## config.mk

```make
export PLATFORM = sky130hd
export DESIGN_NAME = mem_wb_stage
export DESIGN_NICKNAME = d
export VERILOG_FILES = /design/src/rtl/mem_wb_pkg.sv /design/src/rtl/mem_wb_stage_load_align.sv /design/src/rtl/mem_wb_stage.sv
export SDC_FILE = /design/constraint.sdc
export NUM_CORES = 1
export LEC_CHECK = 0
export CAP_MARGIN = 10
export CORE_ASPECT_RATIO = 0.5
export CORE_UTILIZATION = 43
export DETAILED_ROUTE_END_ITERATION = 16
export HOLD_SLACK_MARGIN = 0.08
export PLACE_DENSITY = 0.82
export SYNTH_ARGS = -nofsm -noshare
export SYNTH_HDL_FRONTEND = slang
export SYNTH_SLANG_ARGS = --single-unit
```

## constraint.sdc

```tcl
create_clock -name clk -period 6.4 [get_ports clk]
set_clock_uncertainty 0.1 [all_clocks]
set_input_delay 0.64 -clock clk [delete_from_list [all_inputs] [get_ports clk]]
set_output_delay 0.64 -clock clk [all_outputs]
set_load 0.005 [all_outputs]
```

## src/rtl/mem_wb_pkg.sv

```systemverilog
// mem_wb_pkg: shared constants and helpers for the memory/writeback stage
package mem_wb_pkg;
    localparam logic [2:0] FNC_LB  = 3'b000;
    localparam logic [2:0] FNC_LH  = 3'b001;
    localparam logic [2:0] FNC_LW  = 3'b010;
    localparam logic [2:0] FNC_LBU = 3'b100;
    localparam logic [2:0] FNC_LHU = 3'b101;
    localparam logic [2:0] FNC_SB  = 3'b000;
    localparam logic [2:0] FNC_SH  = 3'b001;
    localparam logic [2:0] FNC_SW  = 3'b010;
    localparam logic [11:0] CSR_TOHOST_DEFAULT = 12'h51E;

    typedef enum logic [1:0] {
        WB_ALU = 2'd0,
        WB_MEM = 2'd1,
        WB_PC4 = 2'd2
    } wb_sel_e;

    // size is funct3[1:0]: 0 byte, 1 half, 2 word
    function automatic logic misaligned(input logic [1:0] size, input logic [1:0] off);
        return (size == 2'b01 && off[0]) || (size == 2'b10 && off != 2'b00);
    endfunction

    function automatic logic [3:0] store_mask(input logic [1:0] size);
        return size == 2'b00 ? 4'b0001 : size == 2'b01 ? 4'b0011 : 4'b1111;
    endfunction
endpackage

```

## src/rtl/mem_wb_stage_load_align.sv

```systemverilog
// mem_load_align: selects the addressed lane of a load word and extends it
module mem_load_align
    import mem_wb_pkg::*;
(
    input  logic [31:0] i_dout,
    input  logic [1:0]  i_off,
    input  logic [2:0]  i_funct3,
    output logic [31:0] o_data
);
    logic [31:0] w_lane;

    assign w_lane = i_dout >> {i_off, 3'b000};

    // extend the low byte/half of the shifted lane according to width and sign
    always_comb begin
        o_data = i_funct3 == FNC_LB  ? {{24{w_lane[7]}}, w_lane[7:0]} :
                 i_funct3 == FNC_LH  ? {{16{w_lane[15]}}, w_lane[15:0]} :
                 i_funct3 == FNC_LBU ? {24'b0, w_lane[7:0]} :
                 i_funct3 == FNC_LHU ? {16'b0, w_lane[15:0]} : w_lane;
    end
endmodule

```

## src/rtl/mem_wb_stage.sv

```systemverilog
// mem_wb_stage: M pipeline register, dcache drive, load alignment and writeback
module mem_wb_stage
    import mem_wb_pkg::*;
#(
    parameter int          DWIDTH     = 32,
    parameter logic [11:0] CSR_TOHOST = CSR_TOHOST_DEFAULT
) (
    input  logic              clk,
    input  logic              reset,
    input  logic              stall,
    input  logic              ex_valid,
    input  logic [DWIDTH-1:0] ex_alu_out,
    input  logic [DWIDTH-1:0] ex_store_data,
    input  logic [DWIDTH-1:0] ex_pc_plus4,
    input  logic [4:0]        ex_rd,
    input  logic [2:0]        ex_funct3,
    input  logic              ex_is_load,
    input  logic              ex_is_store,
    input  logic              ex_reg_write,
    input  logic [1:0]        ex_wb_sel,
    input  logic              ex_csr_we,
    input  logic [11:0]       ex_csr_addr,
    input  logic [DWIDTH-1:0] ex_csr_wdata,
    output logic [DWIDTH-1:0] dcache_addr,
    output logic              dcache_re,
    output logic [3:0]        dcache_we,
    output logic [DWIDTH-1:0] dcache_din,
    input  logic [DWIDTH-1:0] dcache_dout,
    output logic              wb_we,
    output logic [4:0]        wb_rd,
    output logic [DWIDTH-1:0] wb_data,
    output logic              mem_misaligned,
    output logic [DWIDTH-1:0] csr_tohost
);
    logic        w_go;
    logic        w_mis_x;
    logic [31:0] w_load;
    logic [31:0] w_mem_data;

    logic        r_m_valid;
    logic [31:0] r_m_alu;
    logic [31:0] r_m_pc4;
    logic [4:0]  r_m_rd;
    logic [2:0]  r_m_funct3;
    logic [1:0]  r_m_off;
    logic [1:0]  r_m_wb_sel;
    logic        r_m_reg_write;
    logic        r_m_is_load;
    logic        r_m_misaligned;
    logic        r_hold_v;
    logic [31:0] r_hold_data;
    logic [31:0] r_csr_tohost;

    assign w_go        = ex_valid & ~stall & reset;
    assign w_mis_x     = misaligned(ex_funct3[1:0], ex_alu_out[1:0]);
    assign dcache_addr = {ex_alu_out[31:2], 2'b00};
    assign dcache_re   = w_go & ex_is_load;
    assign dcache_we   = (w_go & ex_is_store & ~w_mis_x) ? store_mask(ex_funct3[1:0]) << ex_alu_out[1:0] : 4'b0000;
    assign dcache_din  = ex_store_data << {ex_alu_out[1:0], 3'b000};

    mem_load_align u_align (
        .i_dout   (dcache_dout),
        .i_off    (r_m_off),
        .i_funct3 (r_m_funct3),
        .o_data   (w_load)
    );

    // M register, stall hold buffer and tohost CSR; reset wins over stall
    always_ff @(posedge clk) begin
        if (!reset) begin
            r_m_valid      <= 1'b0;
            r_m_misaligned <= 1'b0;
            r_hold_v       <= 1'b0;
            r_csr_tohost   <= '0;
        end else begin
            if (!stall) begin
                r_m_valid      <= ex_valid;
                r_m_alu        <= ex_alu_out;
                r_m_pc4        <= ex_pc_plus4;
                r_m_rd         <= ex_rd;
                r_m_funct3     <= ex_funct3;
                r_m_off        <= ex_alu_out[1:0];
                r_m_wb_sel     <= ex_wb_sel;
                r_m_reg_write  <= ex_reg_write;
                r_m_is_load    <= ex_is_load;
                r_m_misaligned <= (ex_is_load | ex_is_store) & w_mis_x;
                r_hold_v       <= 1'b0;
            end else if (!r_hold_v && r_m_valid && r_m_is_load) begin
                r_hold_v    <= 1'b1;
                r_hold_data <= w_load;
            end
            if (w_go && ex_csr_we && ex_csr_addr == CSR_TOHOST)
                r_csr_tohost <= ex_csr_wdata;
        end
    end

    assign w_mem_data = r_hold_v ? r_hold_data : w_load;

    // writeback source select; the unused encoding falls back to the ALU result
    always_comb begin
        wb_data = r_m_wb_sel == WB_MEM ? w_mem_data :
                  r_m_wb_sel == WB_PC4 ? r_m_pc4 : r_m_alu;
    end

    assign wb_we          = r_m_valid & r_m_reg_write & ~r_m_misaligned & (r_m_rd != 5'd0);
    assign wb_rd          = r_m_rd;
    assign mem_misaligned = r_m_valid & r_m_misaligned;
    assign csr_tohost     = r_csr_tohost;
endmodule

```

---- After elaboration in Yosys (flattened, before gate mapping) ----
Cells that the tools add are included.
word-level totals
  register bits after elaboration ......... 145
  bits in latches ......................... 0
  RAM bits ................................ 0
  bits in read-only memories .............. 0
  bits of input ports ..................... 190
  output and inout bits ................... 140
  logic and storage cells ................. 63
  memories ................................ 0
operators by class
  $add $sub $neg .......................... 0
  $mul .................................... 0
  divide/modulo/power cells ............... 0
  order comparisons ....................... 0
  eq/ne operators ......................... 8
  shift-type cells ........................ 3
  muxes and demuxes ....................... 10
  bitwise logic cells ..................... 14
  reduce and logical (&&, ||, !) cells .... 15
operator list
  kind                    number
  $mux W32                7
  $shl A32 B5 Y32         1
  $shr A32 B5 Y32         1
  $eq A12 B11 Y1 const B  1
  $mux W4                 3
  $and A1 B1 Y1           10
  $eq A3 B3 Y1 const B    2
  $logic_and A1 B1 Y1     6
  $reduce_bool A5 Y1      1
  $eq A2 B1 Y1 const B    2
  $eq A2 B2 Y1 const B    2
  $reduce_and A2 Y1       2
  $shl A4 B2 Y4           1
  $eq A3 B1 Y1 const B    1
  $logic_not A3 Y1        1
  $not A1 Y1              3
  $reduce_and A3 Y1       1
  $logic_not A2 Y1        1
  $reduce_bool A2 Y1      1
  $logic_not A1 Y1        1
  $logic_or A1 B1 Y1      1
  $or A1 B1 Y1            1

---- Logic depth before layout (Yosys ltp) ----
  depth in word-level cells ............... 7
  mapped depth ............................ 7
  gate-level depth less buffers ........... 4

---- Cells and area by module ----
Synthesis repeated with hierarchy kept, for this count alone.
unflattened totals
  cells, all modules ...................... 634
  area, all modules ....................... 7,195.7 um^2
modules (own cells, without submodules)
  module          times used  cells an instance  area an instance (um^2)  seq. area each (um^2)
  mem_wb_stage    1           517                6,446.2                  3,943.8
  mem_load_align  1           117                749.5                    0.0

---- Worst setup path before layout ----
Ideal clock, no wire load.
  path kind ............................... input -> register
  start point ............................. input reset
  end point ............................... register r_m_alu[0], enable pin
  library setup time ...................... 0.521 ns
  arrival time ............................ 4.787 ns
  data required time ...................... 5.779 ns
  path slack .............................. 0.992 ns
  stages on the path ...................... 4
  buffers on the path ..................... 3
  path through ............................ clkbuf_1 > clkbuf_1 > clkbuf_1 > nor2b_1
between the ends
  cells in the longest elaborated chain, start to end .. 1
RTL lines
  item                         RTL line            text
  from (decl)                  mem_wb_stage.sv:9   input logic reset,
  $reduce_and A2 Y1 (no line)  -
  to (signal assigned)         mem_wb_stage.sv:78  r_m_alu <= ex_alu_out;
  to (decl)                    mem_wb_stage.sv:41  logic [31:0] r_m_alu;
Every way passes these cells.
A chain may end at the register's enable or synchronous reset.

==> impl_metrics.json <==
{
  "power.density_nw_per_um2": 220,
  "reg2reg_setup_slack_ps": 3980,
  "rr_worst_depth": 5,
  "grt_pass1_wl_microns": 36300,
  "ys_ff_latch": 143,
  "yosysSeqAreaShare": 0.522,
  "critPathBufInv": 2,
  "pwr-share-seq": 0.428,
  "globalplace.congestion": 0.979,
  "path_depth": 6,
  "die_x_microns": 189,
  "synth_edf_count": 108,
  "crit_arrival_ps": 3240,
  "syn-cell-area_sq_um": 7550,
  "total_leakage_power_uw": 0.00402,
  "tns_ps": 0,
  "cts_tree": "yes",
  "endpoint_kind": "output port",
  "grt_use_total": 0.266,
  "worstSetupStartpoint": "r_m_alu[1]",
  "drv_cap": 0,
  "status": "finished clean",
  "cts_hold_buf": 0,
  "drt_pass1_iterations": 5,
  "dpl_cell_area_sq_um": 10800,
  "swShare": 0.253,
  "cts_buffers": 17,
  "worst-path-max-fanout": 37,
  "synth_cells": 704,
  "synth_area_leaders": "edfxtp_1 (43%), mux2i_1 (13%), dfxtp_1 (9.3%)",
  "synthXorXnorAreaFrac": 0,
  "clkTransAtPathRegs_ps": 60,
  "worst_hold_slack_ps": 356,
  "place_ws_ps": 2480,
  "drive_gt1_frac": 0.0505,
  "synth_top_family_by_area": "compound AO/OA/AOI/OAI gates",
  "dieArea_sq_um": 18100,
  "dp.cells": 1186,
  "crit_required_ps": 5660,
  "clkLatencyLatePin_ps": 410,
  "fin_nets": 1168,
  "diodes": 0,
  "tightestPinTransition_ps": 1060,
  "clock_sinks": 143,
  "syn_to_final_growth_pct": 49.6,
  "fin_cells": 1218,
  "htree_levels": 4,
  "row_count": 33,
  "yosys.area.top_type_share": 0.429,
  "setup_viol": 0,
  "n_fill_cell": 1291,
  "r2r_start": "r_m_alu[1]",
  "vias": 6621,
  "rr_endpoint": "r_hold_data[28]",
  "grt_pass1_vias": 6648,
  "fin_crit_ps": 3980,
  "internal-power_uw": 1860,
  "critPathCapture": "wb_data[27]",
  "finalCritPeriodShare": 0.622,
  "hold_class": "register to register",
  "clkPwrFrac": 0.376,
  "cp-start-kind": "register",
  "slew_violations": 0,
  "first_iter_violations": 550,
  "critPathTopFamily": "buffers and inverters",
  "cts_max_path_buffers": 2,
  "cts_root_buf": "clkbuf_16",
  "stdcell_area_sq_um": 11300,
  "multi_input_area_sq_um": 3160,
  "path_class": "register to output port",
  "fmax_ghz": 0.251,
  "ys.flop_type": "edfxtp_1",
  "drtAntennaViolNets": 0,
  "drc": 0,
  "regArea_sq_um": 3940,
  "io_pins": 330,
  "via_per_inst": 5.44,
  "p_comb_frac": 0.196,
  "grt_setup_unrepaired": "false",
  "avgSynthCellArea_sq_um": 10.7,
  "hold_viol_final": 0,
  "synth_compound_area_frac": 0.155,
  "synthArstFlopShare": 0,
  "synth_cell_types": 49,
  "worst_path_max_delay_cell": "mux4_2",
  "synth_area_leader_cell": "edfxtp_1",
  "antenna_found_initial": 0,
  "dp_hpwl_microns": 18200,
  "p_sw_uw": 627,
  "wl_microns": 24400,
  "path_cells": "buf_4, mux4_2, nor2_4, nor2b_2, a221o_1, clkdlybuf4s50_1",
  "ys_warn_count": 0,
  "core_area_sq_um": 16800,
  "cts.repair.resized": 0,
  "port_buffers": 327,
  "synth_mux_area_frac": 0.129,
  "dieHeight_microns": 95.7,
  "synth_fa_ha_area_frac": 0,
  "grt_max_degree": 70,
  "ir_drop_mv": 0.207,
  "initial_utilization": 0.451,
  "post-cts-setup-buffers": 0,
  "wl_per_cell_microns": 20.1,
  "yosys.area_share.simple": 0.131,
  "max_stage_delay_ps": 670,
  "overflow": 0,
  "max-slew-margin-rel": 0.294,
  "worst_slack_ps": 2420
}
## worst min-delay path: stages (launching register included)
cell	delay, ps
dfxtp_1	310
nand2_1	50
mux2i_1	50
## area by class of cell
| cell class | count | area share |
|---|---|---|
| Inverter | 3 | 0.000996 |
| Timing Repair Buffer | 338 | 0.297 |
| Clock buffer | 18 | 0.0380 |
| Multi-Input combinational cell | 475 | 0.280 |
| Clock inverter | 14 | 0.0105 |
| Sequential cell | 143 | 0.349 |
| Tap cell | 227 | 0.0251 |
## power by group through the flow
stage	clock (uW)	combinational [uW]	sequential (uW)
6_report	933	487	1060
5_1_grt	982	521	1070
4_1_cts	943	486	1060
3_5_place_dp	0	482	1080
3_3_place_gp	0	474	1080
2_1_floorplan	0	217	1080
## cell usage after synthesis, types with 3 or more instances
| cell type | instances |
|---|---|
| a211oi_1 | 24 |
| a21oi_1 | 45 |
| a221o_1 | 17 |
| a22o_1 | 21 |
| and2_1 | 13 |
| buf_1 | 9 |
| buf_2 | 7 |
| buf_4 | 32 |
| clkbuf_1 | 34 |
| dfxtp_1 | 35 |
| edfxtp_1 | 108 |
| inv_1 | 3 |
| mux2i_1 | 95 |
| nand2_1 | 92 |
| nand2b_1 | 3 |
| nand3_1 | 8 |
| nor2_1 | 48 |
| nor2b_1 | 24 |
| nor3_1 | 12 |
| o21a_1 | 8 |
| o21ai_0 | 17 |
| o221ai_1 | 15 |
| o22ai_1 | 3 |
## worst min path at each step
stage | start | end | slack (ps) | cells after the start
floorplan | r_m_misaligned | r_m_misaligned | 350 | 2
global placement | csr_tohost[27] | csr_tohost[27] | 340 | 2
detailed placement | csr_tohost[21] | csr_tohost[21] | 350 | 2
CTS | csr_tohost[21] | csr_tohost[21] | 360 | 2
global route | csr_tohost[17] | csr_tohost[17] | 370 | 2
finish | csr_tohost[15] | csr_tohost[15] | 360 | 2
## layer usage
layer | wire length [microns] | vias to the layer above | global-route usage
li1 | - | 3142 | -
met1 | 9670 | 3156 | 0.308
met2 | 12400 | 280 | 0.478
met3 | 1660 | 43 | 0.0653
met4 | 660 | 0 | 0.112
met5 | 0 | - | 0
## metrics by stage
step / util / total power (uW)
floorplan: - / 1290
global placement: 0.641 / 1550
detailed placement: 0.641 / 1560
CTS: 0.674 / 2490
global route: 0.674 / 2570
finish: 0.674 / 2480
## registers in the layout, indices dropped and copies added, names as in the netlist
| signal | flops |
|---|---|
| csr_tohost | 32 |
| r_hold_data | 32 |
| r_hold_v | 1 |
| r_m_alu | 32 |
| r_m_funct3 | 3 |
| r_m_is_load | 1 |
| r_m_misaligned | 1 |
| r_m_pc4 | 32 |
| r_m_reg_write | 1 |
| r_m_valid | 1 |
| r_m_wb_sel | 2 |
| wb_rd | 5 |
## cells by family (layout without fill, tap and decap cells)
logic type / count (synthesis) / after routing
and+or+nand+nor: 214 / 214
AOI/OAI and AO/OA: 163 / 163
DFF: 143 / 143
muxes: 96 / 96
buffers and inverters: 87 / 373
other: 1 / 2
## cell usage in the layout, fill, tap and decap left out, drive strengths merged, types with 6 or more instances in the layout
master,count
a211oi,24
a21oi,46
a221o,17
a22o,21
and2,13
buf,12
clkbuf,18
clkdlybuf4s50,326
clkinv,6
dfxtp,35
edfxtp,108
mux2i,95
nand2,92
nand3,8
nor2,49
nor2b,25
nor3,12
o21a,8
o21ai,18
o221ai,15
(Power assumes the default switching activity.)
